===== src/rtl/aes_arb_pkg.sv =====
// Shared types and constants for the AES request arbiter and its helpers.
package aes_arb_pkg;

   // Arbiter job sequencing states.
   typedef enum logic [1:0] {
      IDLE  = 2'd0,
      ISSUE = 2'd1,
      WAIT  = 2'd2,
      RESP  = 2'd3
   } state_e;

   // The engine only has three key slots; this encoding selects none of them.
   localparam logic [1:0] KSEL_ILLEGAL = 2'b11;

   // Default number of cycles to wait for the engine before giving up.
   localparam int TIMEOUT_DEFAULT = 64;

endpackage


===== src/rtl/aes_req_arbiter_rr_arbiter.sv =====
// Round-robin priority picker with a registered rotating pointer.
// The pointer moves past the winner only when update_i is high, so the
// caller decides when a pick really counts as a grant.
module rr_arbiter #(
   parameter int N    = 2,
   parameter int ID_W = (N > 1) ? $clog2(N) : 1
) (
   input  logic            clk_i,
   input  logic            rst_ni,
   input  logic [N-1:0]    req_i,
   input  logic            update_i,
   output logic [N-1:0]    gnt_o,
   output logic [ID_W-1:0] gnt_id_o,
   output logic            gnt_valid_o
);

   logic [ID_W-1:0] ptr_q;
   logic [ID_W-1:0] ptr_d;

   // Scan from the pointer upward, wrapping once, and take the first request seen.
   always_comb begin
      int idx;
      idx         = 0;
      gnt_o       = '0;
      gnt_id_o    = '0;
      gnt_valid_o = 1'b0;
      for (int k = 0; k < N; k++) begin
         idx = int'(ptr_q) + k;
         if (idx >= N) begin
            idx = idx - N;
         end
         if (!gnt_valid_o && req_i[idx]) begin
            gnt_valid_o = 1'b1;
            gnt_o[idx]  = 1'b1;
            gnt_id_o    = ID_W'(idx);
         end
      end
   end

   // Next pointer sits just past the winner so it gets lowest priority next time.
   always_comb begin
      ptr_d = ptr_q;
      if (update_i && gnt_valid_o) begin
         if (gnt_id_o == ID_W'(N - 1)) begin
            ptr_d = '0;
         end else begin
            ptr_d = gnt_id_o + ID_W'(1);
         end
      end
   end

   // Pointer register.
   always_ff @(posedge clk_i or negedge rst_ni) begin
      if (!rst_ni) begin
         ptr_q <= '0;
      end else begin
         ptr_q <= ptr_d;
      end
   end

endmodule


===== src/rtl/aes_req_arbiter.sv =====
// Shares one AES engine between several requesters. One job is in flight at a
// time: grant, pulse start, wait for the engine (with a timeout), then hold the
// tagged result until the consumer accepts it.
module aes_req_arbiter
   import aes_arb_pkg::*;
#(
   parameter int N_REQ   = 2,
   parameter int ID_W    = (N_REQ > 1) ? $clog2(N_REQ) : 1,
   parameter int TIMEOUT = TIMEOUT_DEFAULT
) (
   input  logic                 clk_i,
   input  logic                 rst_ni,
   input  logic                 debug_mode_i,
   input  logic [N_REQ-1:0]     req_valid_i,
   output logic [N_REQ-1:0]     req_ready_o,
   input  logic [N_REQ*128-1:0] req_data_i,
   input  logic [N_REQ*2-1:0]   req_ksel_i,
   output logic                 rsp_valid_o,
   input  logic                 rsp_ready_i,
   output logic [127:0]         rsp_data_o,
   output logic [ID_W-1:0]      rsp_id_o,
   output logic                 rsp_err_o,
   output logic                 aes_start_o,
   output logic [127:0]         aes_data_o,
   output logic [1:0]           aes_ksel_o,
   input  logic [127:0]         aes_out_i,
   input  logic                 aes_out_valid_i,
   output logic                 busy_o
);

   localparam int               CNT_W    = $clog2(TIMEOUT);
   localparam logic [CNT_W-1:0] CNT_LAST = CNT_W'(TIMEOUT - 1);

   state_e           state_q, state_d;
   logic [CNT_W-1:0] cnt_q, cnt_d;
   logic             rsp_valid_q, rsp_valid_d;
   logic [127:0]     rsp_data_q, rsp_data_d;
   logic [ID_W-1:0]  rsp_id_q, rsp_id_d;
   logic             rsp_err_q, rsp_err_d;
   logic             aes_start_q, aes_start_d;
   logic [127:0]     aes_data_q, aes_data_d;
   logic [1:0]       aes_ksel_q, aes_ksel_d;
   logic             busy_q, busy_d;

   logic [N_REQ-1:0] arb_req;
   logic [N_REQ-1:0] arb_gnt;
   logic [ID_W-1:0]  arb_id;
   logic             arb_valid;

   logic [127:0]     req_data_arr [N_REQ];
   logic [1:0]       req_ksel_arr [N_REQ];
   logic [127:0]     sel_data;
   logic [1:0]       sel_ksel;

   // Split the flat request buses into per-requester lanes.
   for (genvar gi = 0; gi < N_REQ; gi++) begin : g_unpack
      assign req_data_arr[gi] = req_data_i[gi*128 +: 128];
      assign req_ksel_arr[gi] = req_ksel_i[gi*2 +: 2];
   end

   // Requests are only visible to the picker when a grant may actually happen,
   // so the picker's one-hot output doubles as the ready strobe.
   assign arb_req     = (rst_ni && state_q == IDLE && !debug_mode_i) ? req_valid_i : '0;
   assign req_ready_o = arb_gnt;
   assign sel_data    = req_data_arr[arb_id];
   assign sel_ksel    = req_ksel_arr[arb_id];

   rr_arbiter #(
      .N    (N_REQ),
      .ID_W (ID_W)
   ) u_rr_arbiter (
      .clk_i       (clk_i),
      .rst_ni      (rst_ni),
      .req_i       (arb_req),
      .update_i    (arb_valid),
      .gnt_o       (arb_gnt),
      .gnt_id_o    (arb_id),
      .gnt_valid_o (arb_valid)
   );

   // Job sequencing: next state and next values of every registered output.
   always_comb begin
      state_d     = state_q;
      cnt_d       = cnt_q;
      rsp_valid_d = rsp_valid_q;
      rsp_data_d  = rsp_data_q;
      rsp_id_d    = rsp_id_q;
      rsp_err_d   = rsp_err_q;
      aes_start_d = 1'b0;
      aes_data_d  = aes_data_q;
      aes_ksel_d  = aes_ksel_q;
      unique case (state_q)
         IDLE: begin
            if (arb_valid) begin
               aes_data_d = sel_data;
               aes_ksel_d = sel_ksel;
               rsp_id_d   = arb_id;
               if (sel_ksel == KSEL_ILLEGAL) begin
                  // No valid key slot: answer immediately without touching the engine.
                  state_d     = RESP;
                  rsp_valid_d = 1'b1;
                  rsp_err_d   = 1'b1;
                  rsp_data_d  = '0;
               end else begin
                  state_d     = ISSUE;
                  aes_start_d = 1'b1;
               end
            end
         end
         ISSUE: begin
            cnt_d   = '0;
            state_d = WAIT;
         end
         WAIT: begin
            cnt_d = cnt_q + CNT_W'(1);
            // cnt_q == 0 is the first WAIT cycle, where valid may still be left over.
            if (cnt_q != '0 && aes_out_valid_i) begin
               state_d     = RESP;
               rsp_valid_d = 1'b1;
               rsp_err_d   = 1'b0;
               rsp_data_d  = aes_out_i;
            end else if (cnt_q == CNT_LAST) begin
               state_d     = RESP;
               rsp_valid_d = 1'b1;
               rsp_err_d   = 1'b1;
               rsp_data_d  = '0;
            end
         end
         RESP: begin
            if (rsp_ready_i) begin
               state_d     = IDLE;
               rsp_valid_d = 1'b0;
            end
         end
         default: state_d = IDLE;
      endcase
      busy_d = (state_d != IDLE);
   end

   // State and output registers; reset drops any job in flight.
   always_ff @(posedge clk_i or negedge rst_ni) begin
      if (!rst_ni) begin
         state_q     <= IDLE;
         cnt_q       <= '0;
         rsp_valid_q <= 1'b0;
         rsp_data_q  <= '0;
         rsp_id_q    <= '0;
         rsp_err_q   <= 1'b0;
         aes_start_q <= 1'b0;
         aes_data_q  <= '0;
         aes_ksel_q  <= '0;
         busy_q      <= 1'b0;
      end else begin
         state_q     <= state_d;
         cnt_q       <= cnt_d;
         rsp_valid_q <= rsp_valid_d;
         rsp_data_q  <= rsp_data_d;
         rsp_id_q    <= rsp_id_d;
         rsp_err_q   <= rsp_err_d;
         aes_start_q <= aes_start_d;
         aes_data_q  <= aes_data_d;
         aes_ksel_q  <= aes_ksel_d;
         busy_q      <= busy_d;
      end
   end

   assign rsp_valid_o = rsp_valid_q;
   assign rsp_data_o  = rsp_data_q;
   assign rsp_id_o    = rsp_id_q;
   assign rsp_err_o   = rsp_err_q;
   assign aes_start_o = aes_start_q;
   assign aes_data_o  = aes_data_q;
   assign aes_ksel_o  = aes_ksel_q;
   assign busy_o      = busy_q;

endmodule


===== config.mk =====
export PLATFORM = sky130hd
export DESIGN_NAME = aes_req_arbiter
export DESIGN_NICKNAME = d
export VERILOG_FILES = /design/src/rtl/aes_arb_pkg.sv /design/src/rtl/aes_req_arbiter_rr_arbiter.sv /design/src/rtl/aes_req_arbiter.sv
export SDC_FILE = /design/constraint.sdc
export NUM_CORES = 1
export LEC_CHECK = 0
export CAP_MARGIN = 20
export CORE_AREA = 2 2 260 262
export CTS_CLUSTER_SIZE = 14
export DETAILED_ROUTE_END_ITERATION = 10
export DIE_AREA = 0 0 262 264
export PLACE_DENSITY = 0.49
export SLEW_MARGIN = 15
export SYNTH_ARGS = -nofsm -noshare
export SYNTH_HDL_FRONTEND = slang
export SYNTH_SLANG_ARGS = --single-unit

===== constraint.sdc =====
create_clock -name clk_i -period 2.25 [get_ports clk_i]
set_clock_uncertainty 0.1 [all_clocks]
set_input_delay 0.3375 -clock clk_i [delete_from_list [all_inputs] [get_ports clk_i]]
set_output_delay 0.3375 -clock clk_i [all_outputs]
set_load 0.03 [all_outputs]

==> After elaboration in Yosys (flattened, before gate mapping) <==
Index checks and enable logic that the tools add are counted.
{ "word_totals": {"regBits": 272, "in_bits": 395, "output_inout_bits": 265, "elab_cells": 100} }
{ "op_classes": {"addsub": 5, "order_cmp": 7, "n_eq_ne": 9, "n_mux": 49, "bitwise": 2, "n_reduce_logical": 17} }
{ "op_table": {"columns": ["op", "count"], "rows": [
  ["128-bit 2-to-1 mux", 7],
  ["128-bit one-hot mux with 2 select lines", 1],
  ["32-bit by 1-bit >= comparator with 1-bit output (second input constant)", 2],
  ["32-bit by 3-bit < comparator with 1-bit output (second input constant)", 2],
  ["32-bit 2-to-1 mux", 2],
  ["32-bit by 3-bit >= comparator with 1-bit output (second input constant)", 1],
  ["32-bit by 3-bit subtractor with 32-bit output (second input constant)", 1],
  ["1-bit 2-to-1 mux", 22],
  ["2-bit 2-to-1 mux", 11],
  ["6-bit one-hot mux with 2 select lines", 1],
  ["2-bit one-hot mux with 4 select lines", 1],
  ["6-bit by 1-bit adder with 6-bit output (second input constant)", 1],
  ["2-bit == test (second input constant)", 3],
  ["6-bit == test (second input constant)", 1],
  ["1-bit logical AND", 6],
  ["2-bit nonzero test", 3],
  ["6-bit nonzero test", 1],
  ["5-bit AND reduction", 1],
  ["2-bit inequality test (second input constant)", 2],
  ["4-bit AND reduction", 1],
  ["3-bit inequality test (second input constant)", 1],
  ["1-bit one-hot mux with 3 select lines", 1],
  ["3-bit nonzero test", 1],
  ["1-bit by 2-bit subtractor with 3-bit output (second input constant)", 1],
  ["other kinds (13)", 15]
]} }

==> Logic depth before layout (Yosys ltp) <==
Gate-level depths: netlist of run 1.
{ "logic_depth": {"word_depth": 20, "ltp_mapped": 10, "depth_no_buf": 7} }

==> Cells and area by module <==
From an unflattened synthesis of run 1, not the netlist that was laid out.
{ "unflattened": {"hier_cells": 943, "area_unflattened_um2": 11255.8} }
{ "by_module_without_submodules": {"columns": ["mod", "n_inst", "cells_each", "area_each_um2", "seq_area_each_um2"], "rows": [
  ["aes_req_arbiter", 1, 935, 11187.0, 6781.5],
  ["rr_arbiter", 1, 8, 68.8, 25.0]
]} }

==> Worst setup path after synthesis of run 1 <==
Ideal clock, no wire load.
{ "synth_timing": {"path_kind": "flip-flop to flip-flop", "start": "reg state_q[0]", "end": "reg rsp_data_q[103], in the netlist rsp_data_o[103]", "setup_time_ps": 79, "arrival_ps": 2119, "t_required_ps": 2071, "slack_ps": -48, "stages_incl_launch_ff": 11, "path_buffers": 3, "period_less_slack_ps": 2298, "path_cell_list": "dfrtp_1 > inv_1 > ha_1 > and3b_2 > o21a_1 > buf_4 > o21ai_2 > a211oi_4 > buf_6 > buf_12 > mux2i_1"} }
{ "synth_between": {"elab_chain_cells": 18, "word_cells_on_any_way": 28, "classes_between": "eq/ne: 5; mux: 15; bitwise: 1; reduce/logical: 7"} }
{ "synth_lines": {"columns": ["element", "line_no", "text"], "rows": [
  ["start, declared", "aes_req_arbiter.sv:34", "state_e state_q, state_d;"],
  ["start signal, assigned", "aes_req_arbiter.sv:154", "state_q <= state_d;"],
  ["2-bit zero test", "aes_req_arbiter.sv:63, aes_req_arbiter.sv:92", null],
  ["1-bit logical AND (2 in series)", "aes_req_arbiter.sv:63", "assign arb_req = (rst_ni && state_q == IDLE && !debug_mode_i) ? req_valid_i : '0;"],
  ["2-bit 2-to-1 mux", "aes_req_arbiter.sv:63", null],
  ["1-bit 2-to-1 mux (not written as such) (3 in series)", "aes_req_arbiter_rr_arbiter.sv:32", "if (!gnt_valid_o && req_i[idx]) begin"],
  ["1-bit 2-to-1 mux", "aes_req_arbiter_rr_arbiter.sv:32", null],
  ["1-bit zero test", "aes_req_arbiter_rr_arbiter.sv:32", null],
  ["1-bit logical AND", "aes_req_arbiter_rr_arbiter.sv:32", null],
  ["1-bit 2-to-1 mux", "aes_req_arbiter_rr_arbiter.sv:32", null],
  ["1-bit NOT with 2-bit output (not written as such)", "aes_req_arbiter.sv:66", "assign sel_ksel = req_ksel_arr[arb_id];"],
  ["2-bit 2-to-1 mux (not written as such) (3 in series)", "aes_req_arbiter.sv:66", null],
  ["2-bit == test", "aes_req_arbiter.sv:98", "if (sel_ksel == KSEL_ILLEGAL) begin"],
  ["2-bit by 1-bit inequality test with 1-bit output (no source line)", null, null],
  ["4-bit AND reduction (no source line)", null, null],
  ["end signal, assigned", "aes_req_arbiter.sv:157", "rsp_data_q <= rsp_data_d;"],
  ["end, declared", "aes_req_arbiter.sv:37", "logic [127:0] rsp_data_q, rsp_data_d;"]
]} }
Several ways; a longest one is shown, not always the timed one. The select of a mux whose other input is x is not followed.
A chain may end at the register's enable or synchronous reset.

==> Final worst setup path of run 1 <==
{ "layout_timing": {"start": "reg state_q[1]", "end": "out req_ready_o[0]"} }
{ "layout_between": {"elab_chain_cells": 11, "word_cells_on_any_way": 16, "classes_between": "mux: 10; bitwise: 1; reduce/logical: 5"} }
{ "layout_lines": {"columns": ["element", "line_no", "text"], "rows": [
  ["2-bit zero test *", "aes_req_arbiter.sv:63", null],
  ["1-bit logical AND * (2 in series)", "aes_req_arbiter.sv:63", null],
  ["2-bit 2-to-1 mux *", "aes_req_arbiter.sv:63", null],
  ["1-bit 2-to-1 mux (not written as such) (3 in series)", "aes_req_arbiter_rr_arbiter.sv:32", null],
  ["1-bit 2-to-1 mux", "aes_req_arbiter_rr_arbiter.sv:32", null],
  ["1-bit zero test", "aes_req_arbiter_rr_arbiter.sv:32", null],
  ["1-bit logical AND", "aes_req_arbiter_rr_arbiter.sv:32", null],
  ["2-bit 2-to-1 mux *", "aes_req_arbiter_rr_arbiter.sv:32", null],
  ["end, declared", "aes_req_arbiter.sv:15", "output logic [N_REQ-1:0] req_ready_o,"]
]} }
Every way passes the cells marked *; elsewhere a longest branch is shown, timed or not. The select of a mux whose other input is x is not followed.

==> results of run 1 <==
## placed cells by master, fill, tap and decap left out, drive strengths merged, types with 3 or more instances in the layout
cell type / instances
clkdlybuf4s50: 656
nand2: 394
dfrtp: 272
inv: 143
nor2: 134
mux2i: 130
a31oi: 130
buf: 92
clkbuf: 65
o21ai: 12
ha: 7
nand3: 5
a21oi: 4
nor2b: 3
## repair_timing
action                                  CTS  global route
setup buffers                             5             6
cloned                                    0            13
endpoints found under the setup margin   41           142
hold buffers                              1             0
gates resized for setup                  11            18
endpoints found under the hold margin    12             0
pin swaps                                 2             0
## where the power goes
group / switching, mW / internal [mW] / leakage [nW] / total [mW]
clock: 2.28 / 3.36 / 0.547 / 5.63
combinational: 8.70 / 7.38 / 5.11 / 16.1
sequential: 1.18 / 6.85 / 3.41 / 8.02
## sequential cells by signal, indices dropped and copies added (netlist names)
name / flops
aes_start_o: 1
busy_o: 1
cnt_q: 6
aes_ksel_o: 2
u_rr_arbiter.ptr_q: 1
aes_data_o: 128
state_q: 2
rsp_err_o: 1
rsp_data_o: 128
rsp_id_o: 1
rsp_valid_o: 1
## critical path: stages (launching register included)
cell and delay, ns:
dfrtp_1 0.39, inv_2 0.08, ha_4 0.13, and3b_2 0.21
buf_6 0.11, and3_4 0.19, buf_6 0.13
## logic make-up after synthesis
group	synth area share (%)
XOR/XNOR	0.0706
buffers and inverters	8.81
multiplexers	10.5
AO/OA/AOI/OAI	8.09
flip-flops	54.9
AND/OR/NAND/NOR	17.0
adder cells (fa/ha/maj)	0.706
## area by class of cell
type                       instances  area, µm²
tap                              873       1090
multi-input combinational        844       4580
sequential                       272       6810
inverter                         141        542
fill                            6753      44500
antenna                            2       5.00
clock buffer                      55       1060
clock inverter                     5       63.8
timing repair buffer             759       7910
## worst paths after layout
path / start / end / slack, ns / cells past startpoint
min in group clk_i: aes_out_i[103] / rsp_data_o[103] / 0.24 / 3
worst min-delay path: rst_ni / rsp_data_o[4] / 0.20 / 3
worst min register to register: rsp_id_o / rsp_id_o / 0.38 / 2
max in group asynchronous: rst_ni / aes_data_o[0] / 0.74 / 4
worst max register to register: state_q[1] / rsp_data_o[54] / 0.04 / 11
worst max-delay path: state_q[1] / req_ready_o[0] / 0.02 / 6
## routing by layer
layer  track usage (%)  share of wire (%)
met4              4.28                2.7
met3              5.47                9.9
met1              15.6                 38
met5                 0              0.052
met2              24.6                 49
## through the flow
| step | area, µm² | hold slack (ns) | utilization [%] |
|---|---|---|---|
| finish | 22100 | 0.204 | 33.1 |
| global route | 22100 | 0.204 | 33.1 |
| CTS | 21600 | 0.172 | 32.5 |
| detailed placement | 20400 | 0.219 | 30.6 |
| global placement | 20400 | 0.216 | 30.6 |
| floorplan | 12400 | -0.0581 | - |
==> flow_summary.ini, run 1 <==
[run_status]
status = complete, no violations

[logic_synthesis]
yosysTopAreaCellShare_pct = 54.9
synth_common_cells = 394 x nand2_1, 272 x dfrtp_1, 140 x inv_1
synth_edf_count = 0
ys_ff_latch = 272
synth_ff_type = dfrtp_1
synth_area_per_cell_um2 = 9.23
synth-seq-area-share_pct = 54.9
synth_area_leaders = dfrtp_1 55%, nand2_1 12%, mux2i_1 10%, a31oi_1 6.6%, inv_1 4.2%
syn_inst = 1344
synthMostInstantiatedCell = nand2_1
synth_warnings = 0
netlist_area_um2 = 12400
syn-num-nets = 1746
async_flop_share_pct = 100
synth.largest_area_cell = dfrtp_1
yosysUniqueCellTypes = 40

[timing]
slew_violations = 0
setup_viol = 0
grt_setup_unrepaired = yes
tightest_slew_ns = 0.828
layout_setup_ws_ns = 0.0206
fin_setup_tns_ns = 0
post-route-period-util_pct = 99.1
slew_headroom_pct = 44.8
fmax_mhz = 449
final.min_clock_period_ns = 2.23
final_hold_viol_count = 0

[critical_path]
path_max_fanout = 3
cp.arrival_ns = 1.79
worstSetupPathType = register to primary output
end_kind = primary output
cp-start-kind = register
cp.required_ns = 1.81

[placement]
hpwl_mm = 38.2
port_buffers = 659
gp_congestion = 0.801
dpl.cell_count = 2864
pre_cts_ws_ns = -0.234

[floorplan]
ios = 660
die_y_um = 264
initial_core_util_pct = 18.6
dieWidth_um = 262
rows = 95
core_um2 = 66600
dieArea_um2 = 69200

[clock_tree]
cts-root-buf = clkbuf_16
h-tree-depth = 2
clockBufferDepth = 3
clkSinkCount = 272
insertion_delay_ns = 0.54
cts_tree = yes
path_clk_slew_ns = 0.06
cts_buffers = 36

[detailed_routing]
ant_nets = 0
route.detailed.drc = 0
routedWlPerCell_um = 17.8
drt_iter0_markers = 514
wirelength_mm = 52.4
vias = 12000
via_per_inst = 4.06
drt-pass1-iter-count = 6

[flow_run]
cap_viol_max_count = 0

[global_routing]
grt_pass1_wl_mm = 74.8
grt_pass1_vias = 12400
grt_usage_pct = 14.1
grt_max_degree = 139
antenna_found_initial = 4
overflow = 0

[pwr]
ir_drop_v = 0.000661
power.total_mw = 29.7
pwr_density_cell_nw_per_um2 = 1350
p_leak_nw = 9.07

[worst_hold_path]
hp-class = input port to asynchronous set/reset pin

[final_layout]
layout-drive-gt1-share_pct = 8.04
stdcell_count = 2951
nNetsFinal = 2456
syn2layout_area_growth_pct = 77.8
No activity file was read; power rests on OpenSTA's default activity.
==> run 2, diff against run 1 <==
Settings changed: CORE_AREA 2 2 260 262 to 2 2 259 261, DIE_AREA 0 0 262 264 to 0 0 261 263, DONT_BUFFER_PORTS from default to 1, PLACE_DENSITY 0.49 to 0.36.
==> run 2 against run 1 <==
Net effect:
- the flow now finishes with violations (negative hold slack)
- clock power is 3% lower
- global-route usage is 1.3 points lower
- final cell count is 10% lower
- sequential share of layout area is 4.9 points higher
- total power is 15% lower
==> flow_summary.ini, run 2 (synthesis results as in run 1) <==
[run_status]
status = finished, violations left
failed_checks = negative hold slack

[critical_path]
worstSetupPathType = register to register
cp-start-kind = register
cp.required_ns = 2.59
cp.arrival_ns = 2.58
ff2ff_setup_slack_ns = 0.002
path_max_fanout = 7
end_kind = register

[global_routing]
grt_pass1_wl_mm = 69.0
antenna_found_initial = 3
grt_pass1_vias = 12000
grt_usage_pct = 12.8
grt_max_degree = 274
overflow = 0

[pwr]
ir_drop_v = 0.000600
seq_power_share_pct = 49.5
combPwrFrac_pct = 29.0
pwr_density_cell_nw_per_um2 = 1330
intPower_mw = 13.9
p_sw_mw = 11.4
power.clock.fraction_pct = 21.5
p_sw_share_pct = 45.1
power.total_mw = 25.4
p_leak_nw = 8.01

[timing]
holdWs_ns = -0.592
setup_viol = 0
post-route-period-util_pct = 99.9
fmax_mhz = 445
tightest_slew_ns = 0.566
final_hold_viol_count = 272
layout_setup_ws_ns = 0.00181
grt_setup_unrepaired = yes
slew_headroom_pct = 62.3
final.min_clock_period_ns = 2.25
slew_violations = 0

[floorplan]
core_um2 = 65600
dieWidth_um = 261
ios = 660
initial_core_util_pct = 18.9
die_y_um = 263
dieArea_um2 = 68600
rows = 94

[detailed_routing]
vias = 11100
via_per_inst = 4.18
route.detailed.drc = 0
routedWlPerCell_um = 17.7
ant_nets = 0
drt-pass1-iter-count = 5
drt_iter0_markers = 609
wirelength_mm = 46.9

[placement]
hpwl_mm = 31.5
place_area_um2 = 13600
port_buffers = 0
pre_cts_ws_ns = 0.00474
gp_congestion = 0.807

[final_layout]
syn2layout_area_growth_pct = 53.3
layout_common_cells = 394 x nand2_1, 390 x dlygate4sd3_1, 272 x dfrtp_1
final_area_um2 = 19000
layout-drive-gt1-share_pct = 8.01
nNetsFinal = 2164
layout.cells.most_common = nand2_1

[clock_tree]
clkSinkCount = 272
insertion_delay_ns = 0.53
clockBufferDepth = 3
cts_buffers = 35
h-tree-depth = 2
cts_tree = yes
cts-root-buf = clkbuf_16
path_clk_slew_ns = 0.06
cts_hold_buf = 390

[worst_hold_path]
hp-class = input port to asynchronous set/reset pin

[flow_run]
cap_viol_max_count = 0
[run 2: final timing paths]
check | to | startpoint | cells past startpoint
worst min-delay path | rsp_data_o[94] | rst_ni | 0
worst max register to register | rsp_data_o[24] | state_q[1] | 10
max in group asynchronous | aes_data_o[6] | rst_ni | 0
worst max-delay path | rsp_data_o[24] | state_q[1] | 10
min in group clk_i | state_q[1] | req_valid_i[0] | 3
worst min register to register | u_rr_arbiter.ptr_q | u_rr_arbiter.ptr_q | 1
[run 2: power groups by stage]
stage | logic (mW) | registers, mW | clock network, mW
4_1_cts | 6.68 | 12.6 | 5.70
6_report | 7.36 | 12.6 | 5.45
5_1_grt | 8.15 | 12.8 | 5.87
2_1_floorplan | 5.05 | 11.7 | 0
3_5_place_dp | 6.06 | 12.6 | 0
3_3_place_gp | 5.92 | 12.7 | 0
[run 2: per-stage QoR]
step                      setup TNS [ns]  utilization [%]  cells
after floorplan                        0                -   1344
after global placement                 0             20.8   2183
after detailed placement               0             20.8   2183
after CTS                        -0.0299             28.6   2639
after global routing               -6.11             29.0   2652
final                                  0             29.0   2652
[run 2: routing by layer]
layer / GRT usage, % / up-vias / part of all wire [%]
met5: 0 / - / 0
li1: - / 5161 / -
met2: 22.0 / 557 / 49
met4: 5.67 / 0 / 3.9
met3: 4.61 / 97 / 9.9
met1: 14.0 / 5267 / 37
[run 2: what timing repair did]
item | in CTS | in global routing
endpoints found under the setup margin | 8 | 94
resized for setup | 7 | 14
pin swaps | 3 | 1
endpoints found under the hold margin | 533 | 272
buffers inserted | 3 | 4
cloned | 3 | 6
[run 2: final cells by class]
class,count,area [µm²]
Antenna cell,3,7.51
Clock inverter,8,71.3
Sequential cell,272,6810
Tap cell,864,1080
Fill cell,6837,46600
Clock buffer,52,1030
Multi-Input combinational cell,844,4570
Timing Repair Buffer,468,4930
Inverter,141,534
[run 2: worst max-delay path: stages, from the launching register on]
cell      delay, ns
dfrtp_1        0.39
inv_2          0.09
ha_4           0.14
and3b_2        0.21
o21a_4         0.16
o21ai_4        0.07
a211oi_4       0.28
buf_6          0.17
buf_12         0.15
buf_12         0.15
mux2i_1        0.21
==> run 3, diff against run 2 <==
Settings changed: CORE_AREA 2 2 259 261 to 2 2 257 259, DIE_AREA 0 0 261 263 to 0 0 259 261, TNS_END_PERCENT from default to 100.
==> run 3 against run 2 <==
Net effect:
- the flow still finishes with violations (negative hold slack)
- worst setup slack improved by 0.032 ns
- sequential share of layout area shrank 0.23 points
- global-route usage shrank 0.092 points
- total power up 0.81%
- flip-flop and latch count unchanged
- hold slack worse by 0.0055 ns
- die area fell by 1.5%
- register-to-register slack improved by 0.07 ns
- critical endpoint is now req_ready_o[1]
- highest routed layer unchanged
==> flow_summary.ini, run 3 (synthesis results as in run 1) <==
[critical_path]
r2r_start = state_q[0]
reg2reg_depth = 10
cp.required_ns = 1.81
cp.arrival_ns = 1.78
path_max_fanout = 5
rr_endpoint = aes_data_o[126]
cp-start-kind = register
ff2ff_setup_slack_ns = 0.07
end_kind = primary output
worstSetupPathType = register to primary output

[floorplan]
die_y_um = 261
dieArea_um2 = 67600
initial_core_util_pct = 19.1
dieWidth_um = 259
rows = 94
ios = 660
core_um2 = 65000

[final_layout]
layout.cells.most_common = nand2_1
nNetsFinal = 2166
layout_common_cells = 394 x nand2_1, 390 x dlygate4sd3_1, 272 x dfrtp_1
fillers = 6708
syn2layout_area_growth_pct = 54.3
final_area_um2 = 19100
layout-drive-gt1-share_pct = 8.60

[detailed_routing]
via_per_inst = 4.12
wirelength_mm = 46.8
drt-pass1-iter-count = 5
route.detailed.drc = 0
drt_iter0_markers = 495
vias = 11000
ant_nets = 0
routedWlPerCell_um = 17.6

[clock_tree]
insertion_delay_ns = 0.53
h-tree-depth = 2
cts_tree = yes
clkSinkCount = 272
path_clk_slew_ns = 0.06
cts_hold_buf = 390
cts_buffers = 34
clockBufferDepth = 3
cts-root-buf = clkbuf_16

[pwr]
p_leak_nw = 8.05
pwr_density_cell_nw_per_um2 = 1340
ir_drop_v = 0.000632

[run_status]
failed_checks = negative hold slack
status = finished, violations left

[global_routing]
antenna_found_initial = 3
grt_pass1_wl_mm = 67.0
overflow = 0
grt_max_degree = 274
grt_usage_pct = 12.7
grt_pass1_vias = 11400

[flow_run]
cap_viol_max_count = 0

[placement]
hpwl_mm = 31.1
gp_congestion = 0.794
place_area_um2 = 13600
port_buffers = 0

[timing]
holdWs_ns = -0.597
setup_viol = 0
slew_violations = 0
final_hold_viol_count = 272
fmax_mhz = 451
fin_setup_tns_ns = 0
post-route-period-util_pct = 98.5
tightest_slew_ns = 0.631
slew_headroom_pct = 57.9
final.min_clock_period_ns = 2.22
grt_setup_unrepaired = yes

[worst_hold_path]
hp-class = input port to asynchronous set/reset pin
==> run 3: power by group <==
part           internal, mW  leakage (nW)  switching (mW)
logic                  4.08          4.09            3.49
registers              6.78          3.41            5.76
clock network          3.29         0.548            2.18
total                  14.1          8.05            11.4
==> run 3: worst max-delay path by stage <==
stage | start | endpoint | slack (ns) | depth (start not counted)
3_3_place_gp | state_q[0] | rsp_data_o[120] | 0.04 | 9
2_1_floorplan | state_q[0] | rsp_data_o[103] | 0.02 | 10
3_5_place_dp | state_q[0] | rsp_data_o[39] | -0.02 | 9
5_1_grt | state_q[1] | req_ready_o[1] | -0.06 | 7
6_report | state_q[0] | req_ready_o[1] | 0.03 | 7
4_1_cts | state_q[1] | req_ready_o[0] | -0.02 | 6
==> run 3: what timing repair did <==
item | CTS | global route
gates resized for setup | 16 | 30
cloned | 1 | 9
setup buffers | 6 | 5
endpoints found under the hold margin | 533 | 272
pin swaps | 4 | 5
setup endpoints to repair | 24 | 178
==> run 3: critical path, cell delays in order (launching register included) <==
cell,delay [ns]
dfrtp_1,0.39
inv_2,0.09
ha_4,0.12
and3b_2,0.20
buf_6,0.11
nand3_4,0.11
inv_12,0.10
buf_12,0.13
==> run 3: layout make-up <==
type / instances / area, µm² / share of cell area [%]
clock buffer: 54 / 1040 / 5.43
antenna: 1 / 2.50 / 0.0131
tap: 864 / 1080 / 5.65
sequential: 272 / 6810 / 35.5
clock inverter: 8 / 65.1 / 0.340
timing repair buffer: 471 / 5000 / 26.1
multi-input combinational: 844 / 4610 / 24.1
inverter: 141 / 542 / 2.83
==> run 3: metal layers <==
layer / global-route usage (%) / vias to the layer above / wire length (µm)
li1: - / 5160 / -
met4: 5.78 / 0 / 1880
met3: 4.44 / 89 / 4260
met1: 14.2 / 5199 / 17500
met2: 21.7 / 503 / 23200
met5: 0 / - / 0
==> run 3: stage by stage <==
step	setup WS (ns)	power (mW)	std cells	util [%]
6_report	0.0337	25.6	2655	29.4
5_1_grt	-0.0587	27.0	2655	29.4
4_1_cts	-0.0182	25.0	2640	28.8
3_5_place_dp	-0.0250	18.8	2181	20.9
3_3_place_gp	0.0434	18.7	2181	20.9
2_1_floorplan	0.0181	16.7	1344	-
